[config.mk]
export PLATFORM = sky130hd
export DESIGN_NAME = decryption_keybank
export DESIGN_NICKNAME = d
export VERILOG_FILES = /design/src/rtl/decryption_keybank.sv
export SDC_FILE = /design/constraint.sdc
export NUM_CORES = 1
export LEC_CHECK = 0
export BUFFER_PORTS_ARGS = -buffer_cell sky130_fd_sc_hd__buf_2
export CORE_MARGIN = 2
export CORE_UTILIZATION = 57
export CTS_CLUSTER_SIZE = 25
export DETAILED_ROUTE_END_ITERATION = 10
export MAX_ROUTING_LAYER = met4
export PLACE_DENSITY_LB_ADDON = 0.1
export SLEW_MARGIN = 40
export SYNTH_ARGS = -nofsm -noshare
export SYNTH_HDL_FRONTEND = slang
export SYNTH_SLANG_ARGS = --single-unit
[constraint.sdc]
create_clock -name clk -period 4.3 [get_ports clk]
set_input_delay 0.86 -clock clk [delete_from_list [all_inputs] [get_ports clk]]
set_output_delay 0.86 -clock clk [all_outputs]
set_load 0.1 [all_outputs]
[src/rtl/decryption_keybank.sv]
// Decryption key register file: software-written shadow bank, copied atomically to the active bank
// on COMMIT once the datapath is idle. Define DECRYPTION_KEYBANK_LOCK_EN to build the sticky write lock.
module decryption_keybank #(
  parameter int unsigned           ADDR_WIDTH   = 8,
  parameter int unsigned           REG_WIDTH    = 16,
  parameter int unsigned           N_KEYS       = 3,
  parameter logic [ADDR_WIDTH-1:0] KEY_BASE     = ADDR_WIDTH'('h10),
  parameter int unsigned           SELECT_WIDTH = 2
) (
  input  logic                        clk,
  input  logic                        rst,
  input  logic [ADDR_WIDTH-1:0]       addr,
  input  logic                        read,
  input  logic                        write,
  input  logic [REG_WIDTH-1:0]        wdata,
  output logic [REG_WIDTH-1:0]        rdata,
  output logic                        done,
  output logic                        error,
  input  logic                        busy,
  output logic [REG_WIDTH-1:0]        select,
  output logic [N_KEYS*REG_WIDTH-1:0] keys,
  output logic                        pending,
  output logic                        cfg_update
);

  localparam logic [ADDR_WIDTH-1:0] A_SELECT = '0;
  localparam logic [ADDR_WIDTH-1:0] A_CTRL   = ADDR_WIDTH'(2);
  localparam logic [ADDR_WIDTH-1:0] A_STATUS = ADDR_WIDTH'(4);

  typedef enum logic {ST_IDLE, ST_WAIT} state_t;

  state_t                  state, state_nx;
  logic                    commit_now;
  logic [SELECT_WIDTH-1:0] sel_sh, sel_act;
  logic [REG_WIDTH-1:0]    key_sh  [N_KEYS];
  logic [REG_WIDTH-1:0]    key_act [N_KEYS];
  logic [N_KEYS-1:0]       key_sel, wr_key;
  logic [REG_WIDTH-1:0]    key_rd, rd_val;
  logic                    access, acc_err, frozen, wr_sel, wr_commit;
  logic                    locked;

  function automatic logic [REG_WIDTH-1:0] key_rst(input int unsigned i);
    case (i)
      1:       return '1;
      2:       return REG_WIDTH'(2);
      default: return '0;
    endcase
  endfunction

`ifdef DECRYPTION_KEYBANK_LOCK_EN
  logic wr_lock;

  always_ff @(posedge clk) begin
    if (rst)          locked <= 1'b0;
    else if (wr_lock) locked <= 1'b1;
  end
`else
  assign locked = 1'b0;
`endif

  assign access  = read | write;
  assign pending = (state == ST_WAIT);
  assign frozen  = (state == ST_WAIT) || locked;

  always_comb begin
    key_sel = '0;
    key_rd  = '0;
    for (int unsigned i = 0; i < N_KEYS; i++) begin
      key_sel[i] = (addr == KEY_BASE + ADDR_WIDTH'(2 * i));
      key_rd     = key_rd | (key_sh[i] & {REG_WIDTH{key_sel[i]}});
    end
  end

  // Write-enable flags are only raised on error-free write paths, so they need no further gating.
  always_comb begin
    acc_err   = 1'b0;
    rd_val    = '0;
    wr_sel    = 1'b0;
    wr_key    = '0;
    wr_commit = 1'b0;
`ifdef DECRYPTION_KEYBANK_LOCK_EN
    wr_lock   = 1'b0;
`endif
    if (read && write) begin
      acc_err = 1'b1;
    end else if (addr == A_SELECT) begin
      if (!write)      rd_val = REG_WIDTH'(sel_sh);
      else if (frozen) acc_err = 1'b1;
      else             wr_sel = 1'b1;
    end else if (addr == A_CTRL) begin
      if (!write) begin
        rd_val = REG_WIDTH'({locked, 1'b0});
      end else if (locked && wdata[1]) begin
        acc_err = 1'b1;
      end else begin
        wr_commit = wdata[0];
`ifdef DECRYPTION_KEYBANK_LOCK_EN
        wr_lock   = wdata[1];
`endif
      end
    end else if (addr == A_STATUS) begin
      if (!write) rd_val = REG_WIDTH'({locked, busy, pending});
      else        acc_err = 1'b1;
    end else if (|key_sel) begin
      if (!write)      rd_val = key_rd;
      else if (frozen) acc_err = 1'b1;
      else             wr_key = key_sel;
    end else begin
      acc_err = 1'b1;
    end
  end

  always_ff @(posedge clk) begin
    if (rst) state <= ST_IDLE;
    else     state <= state_nx;
  end

  always_comb begin
    state_nx   = state;
    commit_now = 1'b0;
    case (state)
      ST_IDLE: if (wr_commit) state_nx = ST_WAIT;
      ST_WAIT: if (!busy) begin
        state_nx   = ST_IDLE;
        commit_now = 1'b1;
      end
      default: state_nx = ST_IDLE;
    endcase
  end

  always_ff @(posedge clk) begin
    if (rst) begin
      sel_sh     <= '0;
      sel_act    <= '0;
      rdata      <= '0;
      done       <= 1'b0;
      error      <= 1'b0;
      cfg_update <= 1'b0;
      for (int unsigned i = 0; i < N_KEYS; i++) begin
        key_sh[i]  <= key_rst(i);
        key_act[i] <= key_rst(i);
      end
    end else begin
      done       <= access;
      error      <= access && acc_err;
      rdata      <= (read && !write && !acc_err) ? rd_val : '0;
      cfg_update <= commit_now;
      if (wr_sel) sel_sh <= wdata[SELECT_WIDTH-1:0];
      for (int unsigned i = 0; i < N_KEYS; i++) begin
        if (wr_key[i])  key_sh[i]  <= wdata;
        if (commit_now) key_act[i] <= key_sh[i];
      end
      if (commit_now) sel_act <= sel_sh;
    end
  end

  assign select = REG_WIDTH'(sel_act);

  always_comb begin
    keys = '0;
    for (int unsigned i = 0; i < N_KEYS; i++)
      keys[i*REG_WIDTH +: REG_WIDTH] = key_act[i];
  end

endmodule
# --- Yosys cells after proc, flatten, opt, wreduce, memory -nomap -nowiden ---
# Memories as Yosys holds them, arrays and structs flattened.
# Index checks and enable logic that the tools add are counted.
totals:
  reg_bits: 24
  ram_bits: 96
  output_inout_bits: 84
  wordCells: 95
  memories: 2
classes:
  n_eq_ne: 5
  muxes: 58
  n_bitwise: 14
  n_reduce_logical: 9
memory_table:
  columns: ["name", "words", "width", "read_ports", "rd_ports_with_merged_regs", "write_ports", "line_no", "rtl"]
  rows:
  - ["key_act", 3, 16, 3, 0, 3, "36", "logic [REG_WIDTH-1:0] key_act [N_KEYS];"]
  - ["key_sh", 3, 16, 3, 0, 3, "35", "logic [REG_WIDTH-1:0] key_sh [N_KEYS];"]
op_table:
  columns: ["op", "count"]
  rows:
  - ["2-to-1 mux 16 bit", 14]
  - ["bitwise AND 16 bit", 3]
  - ["2-to-1 mux 1 bit", 34]
  - ["bitwise OR 16 bit", 2]
  - ["equality test 8 x 5 -> 1 bit (second input constant)", 3]
  - ["2-to-1 mux 3 bit", 7]
  - ["equality test 8 x 2 -> 1 bit (second input constant)", 1]
  - ["equality test 8 x 3 -> 1 bit (second input constant)", 1]
  - ["zero test 8 bit", 1]
  - ["bitwise OR 1 bit", 7]
  - ["OR reduction 3 bit", 2]
  - ["logical AND 1 bit", 4]
  - ["2-to-1 mux 2 bit", 2]
  - ["zero test 1 bit", 2]
  - ["NOT 1 bit", 2]
  - ["case mux 1 bit (2 select lines)", 1]

# --- Longest topological paths before layout ---
# Gate-level depths: netlist of run 1.
depth:
  depth_word: 12
  mapped_depth: 6
  mapped_depth_nobuf: 4

# --- Worst setup path before layout of run 1 ---
# Ideal clock, no wire load.
synth_path:
  kind: "register to register"
  from: "reg state (netlist: pending)"
  to: "mem key_act[0][0] (enable)"
  setup_time_ns: 0.403
  arrival_ns: 2.269
  required_time_ns: 3.897
  path_slack_ns: 1.628
  stages_incl_launch_ff: 3
  period_less_slack_ns: 2.672
  cell_sequence: "dfxtp_1 -> a21oi_1 -> inv_1"
synth_lines:
  columns: ["item", "line_no", "rtl"]
  rows:
  - ["start, declared", "32", "state_t state, state_nx;"]
  - ["start signal, assigned", "115", "else state <= state_nx;"]
  - ["end, declared", "36", null]

# --- Worst setup path in the final report of run 1 ---
layout_path:
  from: "in addr[2]"
  to: "reg rdata[7]"
layout_between:
  elab_chain_cells: 11
  elab_cells_between_ends: 26
  classes_between: "5 x eq/ne; 10 x mux; 6 x bitwise; 5 x reduce/logical"
layout_lines:
  columns: ["item", "line_no", "rtl"]
  rows:
  - ["start, declared", "12", "input logic [ADDR_WIDTH-1:0] addr,"]
  - ["equality test 8 x 5 -> 1 bit", "69", "key_sel[i] = (addr == KEY_BASE + ADDR_WIDTH'(2 * i));"]
  - ["OR reduction 3 bit", "104", "end else if (|key_sel) begin"]
  - ["2-to-1 mux 1 bit", "104", null]
  - ["2-to-1 mux 1 bit", "101", "end else if (addr == A_STATUS) begin"]
  - ["2-to-1 mux 1 bit", "90", "end else if (addr == A_CTRL) begin"]
  - ["2-to-1 mux 1 bit", "86", "end else if (addr == A_SELECT) begin"]
  - ["2-to-1 mux 1 bit", "84", "if (read && write) begin"]
  - ["zero test 1 bit", "146", "rdata <= (read && !write && !acc_err) ? rd_val : '0;"]
  - ["logical AND 1 bit", "146", null]
  - ["NOT 1 bit (no source line)", null, null]
  - ["OR reduction 3 bit (no source line)", null, null]
  - ["end signal, assigned", "146", null]
  - ["end, declared", "16", "output logic [REG_WIDTH-1:0] rdata,"]
# Parallel ways exist; a longest one is shown, timed or not.
# A chain may end at the register's enable or synchronous reset.

==> run_results.csv, run 1 <==
group,metric,value,unit
yosys,syn_area,4820,um2
layout,syn_to_final_growth,21.2,%
global_route,grt_pass1_vias,2826,
pwr,cellLeakagePower,2.27,nW
floorplanning,core,8220,um2
critical_path,worstRegToRegCells,3,
clock_tree,insertion_delay,0.51,ns
layout,final_cells,560,
timing,hold_viol,0,
yosys,synth_area_per_cell,14.0,um2
place,place_area,5310,um2
floorplanning,die_w,96.0,um
timing,timing.hold.ws,0.472,ns
critical_path,cp-endpoint,"rdata[7]",
global_route,overflow,0,
floorplanning,dieArea,9210,um2
hold_path,hold_path_depth,1,
timing,finalSetupTns,0,ns
timing,finClkSkew,0.00878,ns
timing,setup_viol,0,
timing,max_slew_margin,46.7,%
yosys,synth_cell_types,40,
clock_tree,cts_hold_repair.buffers,0,
critical_path,cpPeakStageDelay,0.63,ns
timing,tightest_slew,0.799,ns
yosys,async_flop_share,0,%
outcome,status,"finished, final reports clean",
yosys,ys_warn_count,0,
critical_path,r2r_start,"pending",
critical_path,cp.required,4.70,ns
timing,clock.fmax,0.425,GHz
detailed_routing,ant_nets,0,
pwr,finalPower,2.81,mW
layout,fill_cells,582,
layout,final_area,5850,um2
global_route,grt_pass1_wl,14.0,mm
clock_tree,cts_tree,"yes",
critical_path,worstSetupPathType,"primary input to register",
critical_path,slowest_stage,"nand4_1",
clock_tree,clk_pin_slew,0.06,ns
layout,final_core_util,71.1,%
layout,fin_nets,472,
floorplanning,pin_count,113,
clock_tree,postCtsSetupBuffers,0,
detailed_routing,vias,2932,
global_route,antenna_found_initial,0,
layout,layout-drive-gt1-share,32.5,%
floorplanning,start_util,58.7,%
place,hpwl,5.58,mm
global_route,grt_use_total,21.9,%
critical_path,crit_chain,"buf_2 > a2111oi_4 > nand4_1 > a21oi_1",
critical_path,endpoint_kind,"register",
detailed_routing,via_per_inst,5.24,
timing,slew_violations,0,
detailed_routing,wl_per_cell,16.4,um
timing,period_share,54.7,%
critical_path,r2r-end,"key_act[0][9]",
critical_path,critPathArrivalTime,2.75,ns
pwr,ir_worst_vdd,290,uV
global_route,grt_max_degree,50,
place,dpl.cell_count,529,
clock_tree,cts.path.max_buffers,2,
yosys,synthFlopType,"edfxtp_1",
timing,worst_slack,1.95,ns
layout,antenna_cells,0,
floorplanning,dieHeight,96.0,um
critical_path,worst-path-max-fanout,28,
detailed_routing,dr.pass1.iters,4,
detailed_routing,wirelength,9.16,mm
yosys,yosysSeqAreaShare,69.7,%
timing,period_minus_slack,2.35,ns
critical_path,ff2ff_setup_slack,2.27,ns
detailed_routing,dr.first_iter.drc_count,170,
place,portBuffers,98,
flow_run,cap_violations,0,
critical_path,crit_start,"addr[2]",
clock_tree,cts-root-buf,"clkbuf_8",
timing,rsz0062_at_grt,"no",
pwr,p_per_area,480,nW/um2
yosys,syn-instance-count,345,
hold_path,worstHoldStart,"sel_act[0]",
clock_tree,cts.sinks,120,
clock_tree,htree_num_levels,4,
detailed_routing,drc,0,
yosys,synth_edf_count,96,
critical_path,start_kind,"primary input",
place,pre_cts_ws,1.45,ns
yosys,synth_seq_cells,120,
floorplanning,rows,33,
hold_path,hold_class,"register to register",
clock_tree,ctsResizeCount,0,
place,gp_congestion,0.766,
clock_tree,cts-buffers-inserted,17,
layer usage:
layer	vias up	part of all wire (%)	track usage, %
li1	1402	-	-
met1	1394	42	29.4
met2	118	48	31.5
met3	18	7.6	5.56
met4	0	1.8	10.6
met5	-	0	-
where the power goes:
part	switching (mW)	leakage (nW)	internal, mW
Combinational	0.202	0.919	0.0430
Clock	0.457	0.257	0.805
Sequential	0.0142	1.10	1.29
synth_stat cells, drive strengths merged (2+ instances only):
cell | instances | area (um2)
o221a | 2 | 22.5
clkbuf | 10 | 37.5
nor3 | 3 | 20.0
nor2 | 9 | 33.8
a22o | 2 | 17.5
nor2b | 3 | 18.8
and3 | 2 | 12.5
a21bo | 2 | 20.0
or3 | 17 | 106
and2 | 47 | 294
nand3 | 3 | 15.0
buf | 23 | 161
dfxtp | 24 | 480
a31o | 2 | 17.5
or2 | 13 | 81.3
nand3b | 2 | 15.0
nand2b | 21 | 131
inv | 2 | 7.51
a21oi | 14 | 70.1
mux2i | 18 | 180
nand2 | 14 | 52.6
a41oi | 2 | 17.5
edfxtp | 96 | 2880
worst max-delay path: cells and delay by family:
family | cells | cell delay [ns]
AO/OA/AOI/OAI | 2 | 0.90
buffers and inverters | 1 | 0.35
AND/OR/NAND/NOR | 1 | 0.63
cells in the final DEF (no fill, tap or decap), types with 2 or more instances in the layout:
cell        count
buf_2          98
edfxtp_1       96
and2_1         47
dfxtp_1        24
nand2b_1       21
mux2i_1        18
or3_1          17
clkbuf_16      16
a21oi_1        14
nand2_1        14
conb_1         14
or2_2          13
nor2_1          8
clkinv_1        4
clkinv_2        4
nor2b_1         3
nand3_1         3
and3_1          2
a31o_2          2
nor3_1          2
a41oi_1         2
nand3b_1        2
a22o_1          2
a21bo_2         2
o221a_2         2
clkbuf_1        2
bufinv_16       2
clkinvlp_4      2
logic make-up (layout without fill, tap and decap cells):
kind of cell	Yosys count	count (layout)	share of synthesized area [%]
AOI/OAI and AO/OA	31	31	4.98
buffers and inverters	35	132	4.28
DFF	120	120	69.7
muxes	18	18	3.74
other	1	14	0.0777
and+or+nand+nor	140	140	17.2
state kept, by name (all words and copies together) (netlist names):
| name | flops |
|---|---|
| key_act | 48 |
| key_sh | 48 |
| rdata | 16 |
| sel_act | 2 |
| sel_sh | 2 |
| cfg_update | 1 |
| done | 1 |
| error | 1 |
| pending | 1 |
area by class of cell:
class	instances	area, um2	area share, %
timing repair buffer	99	498	8.52
multi-input combinational	203	1310	22.4
clock inverter	12	110	1.88
sequential	120	3360	57.5
clock buffer	19	422	7.21
inverter	2	10.0	0.171
tap	105	131	2.25
worst min-delay path by stage:
stage,endpoint
final,sel_act[0]
after global routing,sel_act[1]
after CTS,sel_act[0]
after detailed placement,sel_act[0]
after global placement,sel_act[0]
after floorplan,sel_sh[1]
Note: power is estimated with default switching activity, not from simulation.
==> run 2: changes to the inputs <==
CORE_UTILIZATION = 48   (was 57)
clock period = 2 ns   (was 4.3 ns; I/O delays follow)
==> run 2 against run 1 <==
Net effect: clock power rose by 110%; non-clock buffer count rose by 20; first-iteration DRC count fell by 22%; die area rose by 18%; worst setup slack got worse by 1.7 ns; combinational power rose by 130%; global-route usage fell by 1.7 points; total power rose by 110%; clock skew fell by 0.0047 ns; sequential power rose by 120%; flip-flop and latch count did not move; count of clock-buffer cells in the layout rose by 4; critical path type is now register to output port; highest routed layer unchanged.
==> run_results.csv, run 2 (synthesis gave the netlist of run 1 again) <==
group,metric,value,unit
floorplanning,dieHeight,104,um
pwr,ir_worst_vdd,647,uV
layout,layout-drive-gt1-share,36.3,%
flow_run,cap_violations,0,
critical_path,start_kind,"register",
critical_path,worst-path-buf-inv,1,
timing,worst_slack,0.216,ns
place,gp_congestion,0.916,
pwr,seqPwrFrac,46.6,%
floorplanning,die_w,104,um
critical_path,worstRegToRegCells,4,
critical_path,worst-path-max-fanout,8,
place,hpwl,6.99,mm
outcome,status,"finished, final reports clean",
layout,ff_latch_area,3360,um2
detailed_routing,via_per_inst,4.91,
global_route,grt_pass1_vias,3030,
critical_path,ff2ff_setup_slack,0.39,ns
clock_tree,cts-root-buf,"clkbuf_8",
timing,finalSetupTns,0,ns
clock_tree,cts-buffers-inserted,17,
layout,final_core_util,62.1,%
timing,timing.hold.ws,0.151,ns
detailed_routing,wl_per_cell,16.6,um
layout,layout_common_cells,"buf_2 (98), edfxtp_1 (96), and2_1 (47)",
critical_path,cpLargestDelayFamily,"buffers and inverters",
floorplanning,rows,36,
critical_path,crit_chain,"buf_2",
floorplanning,dieArea,10900,um2
timing,period_share,89.2,%
pwr,combinationalPowerShare,9.3,%
layout,final_cells,609,
place,dpl.cell_count,577,
timing,period_minus_slack,1.78,ns
global_route,overflow,0,
clock_tree,htree_num_levels,4,
detailed_routing,drc,0,
clock_tree,cts.sinks,120,
layout,final_area,6070,um2
global_route,grt_pass1_wl,15.8,mm
hold_path,hold_class,"primary input to register",
global_route,grt_use_total,20.2,%
detailed_routing,ant_nets,0,
clock_tree,cts_hold_repair.buffers,0,
place,pre_cts_ws,0.212,ns
critical_path,cp.required,1.60,ns
floorplanning,core,9770,um2
clock_tree,postCtsSetupBuffers,0,
critical_path,worstSetupPathType,"register to output port",
hold_path,hold_path_depth,2,
pwr,swShare,24.7,%
hold_path,holdPathEnd,"key_sh[0][25]",
pwr,cellLeakagePower,2.39,nW
pwr,p_per_area,987,nW/um2
pwr,intPower,4.51,mW
layout,final_common_cell,"buf_2",
detailed_routing,dr.first_iter.drc_count,132,
clock_tree,cts.path.max_buffers,2,
place,place_area,5550,um2
clock_tree,clk_pin_slew,0.06,ns
layout,largestRegisters,"key_act (48), key_sh (48), rdata (16)",
clock_tree,cts_tree,"yes",
detailed_routing,wirelength,10.1,mm
timing,setup_viol,0,
critical_path,critPathArrivalTime,1.38,ns
layout,multi_input_comb_area,1310,um2
clock_tree,insertion_delay,0.52,ns
detailed_routing,vias,2988,
critical_path,r2r-end,"key_sh[0][38]",
place,portBuffers,98,
layout,fin_nets,492,
pwr,finalPower,6.00,mW
critical_path,r2r_start,"pending",
timing,hold_viol,0,
floorplanning,pin_count,113,
detailed_routing,dr.pass1.iters,4,
clock_tree,ctsResizeCount,0,
hold_path,worstHoldStart,"wdata[9]",
floorplanning,start_util,49.3,%
timing,clock.fmax,0.560,GHz
critical_path,cpPeakStageDelay,0.45,ns
timing,slew_violations,0,
layout,antenna_cells,0,
timing,rsz0062_at_grt,"no",
layout,fill_cells,790,
layout,syn_to_final_growth,25.9,%
global_route,grt_max_degree,28,
global_route,antenna_found_initial,0,
timing,finClkSkew,0.00412,ns
critical_path,slowest_stage,"buf_2",
critical_path,endpoint_kind,"output port",
pwr,net-switching-power,1.48,mW
pwr,pwr-share-clk,44.1,%
## run 2: how the worst max path moves through the flow
stage	startpoint	end	slack (ns)	cells after the start
2_1_floorplan	pending	key_act[0][0]	0.09	2
3_3_place_gp	write	key_sh[0][38]	0.27	5
3_5_place_dp	write	key_sh[0][21]	0.21	5
4_1_cts	pending	pending	0.20	1
5_1_grt	pending	pending	0.18	1
6_report	pending	pending	0.22	1
## run 2: per-layer routing
metal / up-vias / GRT usage (%) / share of wire (%)
li1: 1449 / - / -
met1: 1422 / 25.0 / 45
met2: 101 / 31.2 / 48
met3: 16 / 7.14 / 5.3
met4: 0 / 6.95 / 1.6
met5: - / - / 0
## run 2: power by group through the flow
| stage | logic (mW) | registers [mW] | clock network (mW) |
|---|---|---|---|
| after global placement | 0.555 | 2.85 | 0 |
| after floorplan | 0.266 | 3.02 | 0 |
| after detailed placement | 0.559 | 2.85 | 0 |
| after global routing | 0.584 | 2.80 | 2.78 |
| final | 0.559 | 2.80 | 2.64 |
| after CTS | 0.560 | 2.80 | 2.68 |
## run 2: cell type report
cell class | count | area share [%]
well taps | 133 | 2.74
multi-input cells | 203 | 21.5
clock inverters | 9 | 0.803
repair buffers | 119 | 11.5
inverters | 2 | 0.185
clock buffers | 23 | 7.85
flip-flops and latches | 120 | 55.4
